<file path="src/rtl/axi_lite_pkg.sv">
// Shared definitions for the data-side AXI4-Lite bridge: FSM encoding,
// response codes, protection default and byte-lane helpers.
package axi_lite_pkg;

   localparam logic [2:0] ST_IDLE    = 3'd0;
   localparam logic [2:0] ST_RD_ADDR = 3'd1;
   localparam logic [2:0] ST_RD_DATA = 3'd2;
   localparam logic [2:0] ST_WR_REQ  = 3'd3;
   localparam logic [2:0] ST_WR_RESP = 3'd4;
   localparam logic [2:0] ST_DONE    = 3'd5;

   typedef enum logic [2:0] {
      IDLE    = ST_IDLE,
      RD_ADDR = ST_RD_ADDR,
      RD_DATA = ST_RD_DATA,
      WR_REQ  = ST_WR_REQ,
      WR_RESP = ST_WR_RESP,
      DONE    = ST_DONE
   } state_t;

   localparam logic [1:0] RESP_OKAY   = 2'b00;
   localparam logic [1:0] RESP_EXOKAY = 2'b01;
   localparam logic [1:0] RESP_SLVERR = 2'b10;
   localparam logic [1:0] RESP_DECERR = 2'b11;

   localparam logic [2:0] PROT_DEFAULT = 3'b000;

   // The core numbers byte 0 at the MSB lane; AXI numbers it at the LSB lane.
   function automatic logic [31:0] lane_swap32(input logic [31:0] d);
      return {d[7:0], d[15:8], d[23:16], d[31:24]};
   endfunction

   function automatic logic [3:0] sel_reverse4(input logic [3:0] s);
      return {s[0], s[1], s[2], s[3]};
   endfunction

endpackage

</file>
<file path="src/rtl/data_axi_lite_bridge.sv">
// Turns single-beat memory-stage requests into AXI4-Lite master transactions,
// stalling the pipeline until each one retires.
module data_axi_lite_bridge
   import axi_lite_pkg::*;
#(
   parameter logic [31:0] PHYS_MASK = 32'h1FFF_FFFF,
   parameter bit          LANE_SWAP = 1'b1
) (
   input  logic        clk,
   input  logic        rst,
   input  logic        mem_ce_i,
   input  logic        mem_we_i,
   input  logic [31:0] mem_addr_i,
   input  logic [3:0]  mem_sel_i,
   input  logic [31:0] mem_write_data_i,
   input  logic        stall_i,
   input  logic        flush_i,
   output logic [31:0] mem_read_data_o,
   output logic        stall_req_o,
   output logic        bus_err_o,
   output logic [31:0] m_awaddr,
   output logic [2:0]  m_awprot,
   output logic        m_awvalid,
   input  logic        m_awready,
   output logic [31:0] m_wdata,
   output logic [3:0]  m_wstrb,
   output logic        m_wvalid,
   input  logic        m_wready,
   input  logic [1:0]  m_bresp,
   input  logic        m_bvalid,
   output logic        m_bready,
   output logic [31:0] m_araddr,
   output logic [2:0]  m_arprot,
   output logic        m_arvalid,
   input  logic        m_arready,
   input  logic [31:0] m_rdata,
   input  logic [1:0]  m_rresp,
   input  logic        m_rvalid,
   output logic        m_rready
);

   state_t      state;
   state_t      state_next;
   logic [31:0] addr_q;
   logic [31:0] wdata_q;
   logic [3:0]  wstrb_q;
   logic [31:0] read_data_q;
   logic        aw_done;
   logic        w_done;
   logic        discard;

   logic        start;
   logic        mid_txn;
   logic        drop;
   logic        aw_hs;
   logic        w_hs;
   logic        r_hs;
   logic        b_hs;
   logic [31:0] phys_addr;

   assign start     = (state == IDLE) && mem_ce_i && !flush_i;
   assign mid_txn   = (state == RD_ADDR) || (state == RD_DATA) ||
                      (state == WR_REQ)  || (state == WR_RESP);
   assign drop      = discard || flush_i;
   assign phys_addr = mem_addr_i & PHYS_MASK;

   assign m_arvalid = (state == RD_ADDR);
   assign m_rready  = (state == RD_DATA);
   assign m_awvalid = (state == WR_REQ) && !aw_done;
   assign m_wvalid  = (state == WR_REQ) && !w_done;
   assign m_bready  = (state == WR_RESP);

   assign aw_hs = m_awvalid && m_awready;
   assign w_hs  = m_wvalid && m_wready;
   assign r_hs  = m_rvalid && m_rready;
   assign b_hs  = m_bvalid && m_bready;

   assign m_araddr        = addr_q;
   assign m_awaddr        = addr_q;
   assign m_arprot        = PROT_DEFAULT;
   assign m_awprot        = PROT_DEFAULT;
   assign m_wdata         = wdata_q;
   assign m_wstrb         = wstrb_q;
   assign mem_read_data_o = read_data_q;

   // Errors are flagged in the handshake cycle only; the flow is unaffected.
   assign bus_err_o = !rst && ((r_hs && (m_rresp != RESP_OKAY)) ||
                               (b_hs && (m_bresp != RESP_OKAY)));

   always_ff @(posedge clk) begin
      if (rst) begin
         state <= IDLE;
      end else begin
         state <= state_next;
      end
   end

   // A flushed transaction still runs to its AXI completion but skips DONE.
   always_comb begin
      state_next  = state;
      stall_req_o = 1'b0;
      case (state)
         IDLE: begin
            stall_req_o = mem_ce_i;
            if (start) begin
               state_next = mem_we_i ? WR_REQ : RD_ADDR;
            end
         end
         RD_ADDR: begin
            stall_req_o = 1'b1;
            if (m_arready) begin
               state_next = RD_DATA;
            end
         end
         RD_DATA: begin
            stall_req_o = 1'b1;
            if (m_rvalid) begin
               state_next = drop ? IDLE : DONE;
            end
         end
         WR_REQ: begin
            stall_req_o = 1'b1;
            if ((aw_done || aw_hs) && (w_done || w_hs)) begin
               state_next = WR_RESP;
            end
         end
         WR_RESP: begin
            stall_req_o = 1'b1;
            if (m_bvalid) begin
               state_next = drop ? IDLE : DONE;
            end
         end
         DONE: begin
            if (flush_i || !stall_i) begin
               state_next = IDLE;
            end
         end
         default: state_next = IDLE;
      endcase
      if (rst) begin
         stall_req_o = 1'b0;
      end
   end

   always_ff @(posedge clk) begin
      if (rst) begin
         addr_q      <= 32'h0;
         wdata_q     <= 32'h0;
         wstrb_q     <= 4'h0;
         read_data_q <= 32'h0;
         aw_done     <= 1'b0;
         w_done      <= 1'b0;
         discard     <= 1'b0;
      end else begin
         if (start) begin
            addr_q  <= phys_addr & 32'hFFFF_FFFC;
            wdata_q <= LANE_SWAP ? lane_swap32(mem_write_data_i) : mem_write_data_i;
            wstrb_q <= LANE_SWAP ? sel_reverse4(mem_sel_i) : mem_sel_i;
            aw_done <= 1'b0;
            w_done  <= 1'b0;
         end
         if (aw_hs) begin
            aw_done <= 1'b1;
         end
         if (w_hs) begin
            w_done <= 1'b1;
         end
         if (r_hs) begin
            read_data_q <= LANE_SWAP ? lane_swap32(m_rdata) : m_rdata;
         end
         if (mid_txn && flush_i) begin
            discard <= 1'b1;
         end
         if (state_next == IDLE) begin
            discard <= 1'b0;
         end
      end
   end

endmodule
</file>
<file path="config.mk">
export PLATFORM = sky130hd
export DESIGN_NAME = data_axi_lite_bridge
export DESIGN_NICKNAME = d
export VERILOG_FILES = /design/src/rtl/axi_lite_pkg.sv /design/src/rtl/data_axi_lite_bridge.sv
export SDC_FILE = /design/constraint.sdc
export NUM_CORES = 1
export LEC_CHECK = 0
export ABC_AREA = 1
export BUFFER_PORTS_ARGS = -buffer_cell sky130_fd_sc_hd__buf_2
export CAP_MARGIN = 20
export CORE_ASPECT_RATIO = 1.75
export CORE_MARGIN = 8
export CORE_UTILIZATION = 42
export CTS_CLUSTER_DIAMETER = 40
export DETAILED_ROUTE_END_ITERATION = 7
export GPL_TIMING_DRIVEN = 0
export PLACE_DENSITY = 0.79
export SYNTH_ARGS = -nofsm -noshare
export SYNTH_HDL_FRONTEND = slang
export SYNTH_SLANG_ARGS = --single-unit
</file>
<file path="constraint.sdc">
create_clock -name clk -period 1.5 [get_ports clk]
set_input_delay 0 -clock clk [delete_from_list [all_inputs] [get_ports clk]]
set_output_delay 0 -clock clk [all_outputs]
set_load 0.02 [all_outputs]
</file>
== Yosys cells after proc, flatten, opt, wreduce, memory -nomap -nowiden ==
Index checks and enable logic that the tools add are counted.
Operators by class
  equality and inequality tests: 5
  muxes and demuxes: 14
  reductions and logical operators: 34
Operators with widths (count)
  $mux W3: 7
  $pmux W3 S6: 1
  $logic_and A1 B1 Y1: 13
  $logic_or A1 B1 Y1: 8
  $reduce_bool A2 Y1: 4
  $eq A3 B2 Y1 const B: 2
  $eq A3 B3 Y1 const B: 2
  $logic_not A3 Y1: 2
  $logic_not A1 Y1: 5
  $mux W1: 4
  $reduce_or A4 Y1: 1
  $eq A3 B1 Y1 const B: 1
  $mux W2: 1
  $pmux W1 S2: 1
  $reduce_or A2 Y1: 1
Storage, ports and cells
  bits in registers: 101
  input bits: 115
  output and inout bits: 145
  logic and storage cells: 61

== Logic depth before layout (Yosys ltp) ==
  depth in word-level cells: 9
  depth in mapped cells: 9
  mapped depth without buffers: 9

== Worst setup path after synthesis ==
No wires, ideal clock.
  kind: register to output
  from: register state[1]
  to: output port bus_err_o
  arrival: 1444 ps
  required time: 1500 ps
  slack: 56 ps
  stages on the path, launching flop included: 7
  path buffers: 0
  cells stage by stage: dfxtp_1 > inv_2 > nor3_4 > nand2_2 > inv_2 > o21ai_1 > a21oi_1
Between the ends
  longest elaborated chain between the ends: 5
  elaborated cells between the ends (all ways): 8
  those cells by class: eq/ne: 2; reduce/logical: 6
RTL lines
  start, declared: RTL line data_axi_lite_bridge.sv:42  | state_t state;
  start signal, assigned: RTL line data_axi_lite_bridge.sv:94  | state <= state_next;
  $eq A3 B2 Y1: RTL line data_axi_lite_bridge.sv:68  | assign m_rready = (state == RD_DATA);
  via m_rready: RTL line data_axi_lite_bridge.sv:39  | output logic m_rready
  $logic_and A1 B1 Y1: RTL line data_axi_lite_bridge.sv:75  | assign r_hs = m_rvalid && m_rready;
  $logic_and A1 B1 Y1: RTL line data_axi_lite_bridge.sv:87  | assign bus_err_o = !rst && ((r_hs && (m_rresp != RESP_OKAY)) ||
  $logic_or A1 B1 Y1: RTL line data_axi_lite_bridge.sv:87
  $logic_and A1 B1 Y1: RTL line data_axi_lite_bridge.sv:87
  end, declared: RTL line data_axi_lite_bridge.sv:20  | output logic bus_err_o,
The timed path passes the listed nets, and every way through them passes these cells.

== Worst setup path after layout ==
  from: register state[2]
  to: output port bus_err_o
Between the ends
  longest elaborated chain between the ends: 5
  elaborated cells between the ends (all ways): 8
  those cells by class: eq/ne: 2; reduce/logical: 6
RTL lines (RTL line)
  $eq A3 B2 Y1 / $eq A3 B3 Y1 (equally long branches): data_axi_lite_bridge.sv:68, data_axi_lite_bridge.sv:71
  $logic_and A1 B1 Y1, on equally long branches: data_axi_lite_bridge.sv:75, data_axi_lite_bridge.sv:76
  $logic_and A1 B1 Y1, on equally long branches: data_axi_lite_bridge.sv:87, data_axi_lite_bridge.sv:88
  $logic_or A1 B1 Y1 (*): data_axi_lite_bridge.sv:87
  $logic_and A1 B1 Y1 (*): data_axi_lite_bridge.sv:87
Mark *: on every way between the ends. The rest lies on a longest branch, timed or not.

==> flow_summary.ini <==
[setup_path]
cp.required_ps = 1500
end_kind = output port
path_class = flip-flop to output port
critPathMaxFanout = 6
cp-start-kind = flip-flop
crit_arrival_ps = 1530

[grt]
overflow = 0
grt_max_degree = 17
grt_pass1_wl_mm = 25.7
track_usage_pct = 23.8
antenna_found_initial = 2
grt_pass1_vias = 5191

[timing]
min_period_over_period_pct = 102
skew_ps = 6.91
finalHoldViolations = 0
worst_pin_slew_ps = 503
finalWorstSetupSlack_ps = -28.7
setup_viol = 1
rsz0062_at_grt = yes
fmax_ghz = 0.654
timing.slew.headroom_pct = 66.5
period_minus_slack_ps = 1530
drv_slew = 0

[detailed_routing]
route.vias.total = 4921
drt_iter0_drc = 169
drt-total-wl_mm = 16.5
dr.pass1.iters = 5
postRouteAntennaNets = 0
via_per_inst = 4.81
drc = 0
wl_per_cell_um = 16.1

[cells_and_area]
nets = 1010
drive_gt1_share_pct = 39.2
final_area_um2 = 7020
area_delta_synth_final_pct = 72.7
fin_util_pct = 74.1

[yosys]
syn_avg_cell_area_um2 = 7.70
synth_cells = 528
synth_top_cell_area_share_pct = 49.8
synth_edf_count = 0
ys_seq_area_share_pct = 49.8
yosysWarnings = 0
async_flop_share_pct = 0
yosysMostFrequentCell = nor2_1
synth_cell_types = 25
ys_top_cells_by_area = dfxtp_1, nor2_1, o21ai_1, buf_4, o21ai_0
syn-cell-area_um2 = 4060
synthTopCellsByCount = nor2_1, dfxtp_1, o21ai_1
ys.flop_type = dfxtp_1
synth_seq_cells = 101
yosysTopAreaCell = dfxtp_1

[pwr]
cellPowerDensity_nw_per_um2 = 1100
pwr-share-clk_pct = 38.0
switchingPower_mw = 2.11
intPower_mw = 5.62
p_leak_nw = 3.55
p_comb_share_pct = 23.2
power_mw = 7.74
peakVddDrop_mv = 0.720
seqPwrFrac_pct = 38.8
switching_share_pct = 27.3

[clock_tree]
path_clk_slew_ps = 70
clock_path_buffers = 2
htree_levels = 3
clkLatencyLatePin_ps = 340
cts_buffers = 9
cts_tree = yes
cts.sinks = 101
clock-root-buffer = clkbuf_16

[run_status]
violations = setup timing
status = complete, but fails checks

[floorplanning]
die_h_um = 146
start_util_pct = 42.9
core-area_um2 = 9470
die_area_um2 = 13200
die_x_um = 90.4
placementRows = 47
ios = 260

[placement]
dp_hpwl_mm = 10.9
finalWeightedCongestion = 0.839
placed_area_um2 = 5460
io_buffers = 238

[worst_hold_path]
hold_path.class = primary input to flip-flop

[flow_run]
drv_cap = 0
-- worst max-delay path, cell delays in order, from the launching register on --
cell and delay (ps):
dfxtp_4 420, inv_6 50, nor3_4 230, o211ai_1 140
a21oi_1 180, buf_4 160
-- kinds of logic after synthesis --
group,synth area share [%]
and+or+nand+nor,22.8
buffers and inverters,13.8
DFF,49.8
AOI/OAI and AO/OA,13.6
other,0.0923
-- area by class of cell --
class	instances	area, um^2
tap	122	153
fill	635	2450
timing repair buffer	341	2210
clock inverter	6	159
inverter	14	62.6
antenna	2	5.00
buffer	73	537
sequential	101	2030
clock buffer	9	225
multi-input combinational	355	1630
-- state kept, by name, summed over array words and instances (netlist names) --
name and count:
mem_read_data_o 32, m_araddr 27, m_wdata 32, m_wstrb 4, discard 1, w_done 1
state 3, aw_done 1
-- repair_timing --
action / 4_1_cts / 5_1_grt
gates resized for setup: 12 / 37
endpoints found under the hold margin: 98 / 0
endpoints found under the setup margin: 2 / 25
pin swaps: 5 / 7
hold buffers: 96 / 0
setup buffers: 5 / 2
cloned: 0 / 0
-- final timing paths --
| path | from | endpoint | slack (ps) | depth (start not counted) |
|---|---|---|---|---|
| worst min register to register | m_wdata[1] | m_wdata[1] | 480 | 2 |
| worst max-delay path | state[2] | bus_err_o | -30 | 5 |
| worst min-delay path | m_awready | aw_done | 60 | 5 |
| worst max register to register | state[1] | m_araddr[5] | 40 | 7 |
-- cells in the final DEF, fill, tap and decap left out, types with 2 or more instances in the layout --
cell	count
clkbuf_1	9
o21ai_2	7
dfxtp_4	3
buf_2	241
nor2_2	3
diode_2	2
nor2_1	204
inv_2	3
conb_1	16
a21oi_1	4
buf_4	57
o21bai_4	2
clkbuf_16	9
inv_1	9
nor3_4	2
nand3_1	5
o21ai_0	13
nand4_1	2
o21ai_1	75
dfxtp_1	98
dlygate4sd3_1	96
inv_6	3
nand2_1	12
o21ai_4	2
bufinv_16	5
buf_6	9
-- power groups by stage --
stage | Clock [mW] | Combinational (mW) | Sequential [mW]
after floorplan | 0 | 0.712 | 3.28
after global placement | 0 | 1.45 | 3.04
after detailed placement | 0 | 1.48 | 3.05
after CTS | 2.98 | 1.71 | 2.99
after global routing | 3.10 | 1.93 | 3.02
final | 2.94 | 1.80 | 3.00
-- through the flow --
step	setup TNS, ps	worst slack (ps)	instances	hold WS (ps)
2_1_floorplan	0	55.8	543	69.1
3_3_place_gp	0	31.1	903	235
3_5_place_dp	0	11.5	903	241
4_1_cts	-52.2	-38.7	1019	24.4
5_1_grt	-116	-71.7	1023	64.9
6_report	-28.7	-28.7	1023	56.2
-- routing by layer --
layer	track usage (%)	part of all wire, %
met1	20.7	33
met2	43.2	52
met3	8.73	8.8
met4	18.2	5.8
met5	0	0
(Power assumes the default switching activity.)
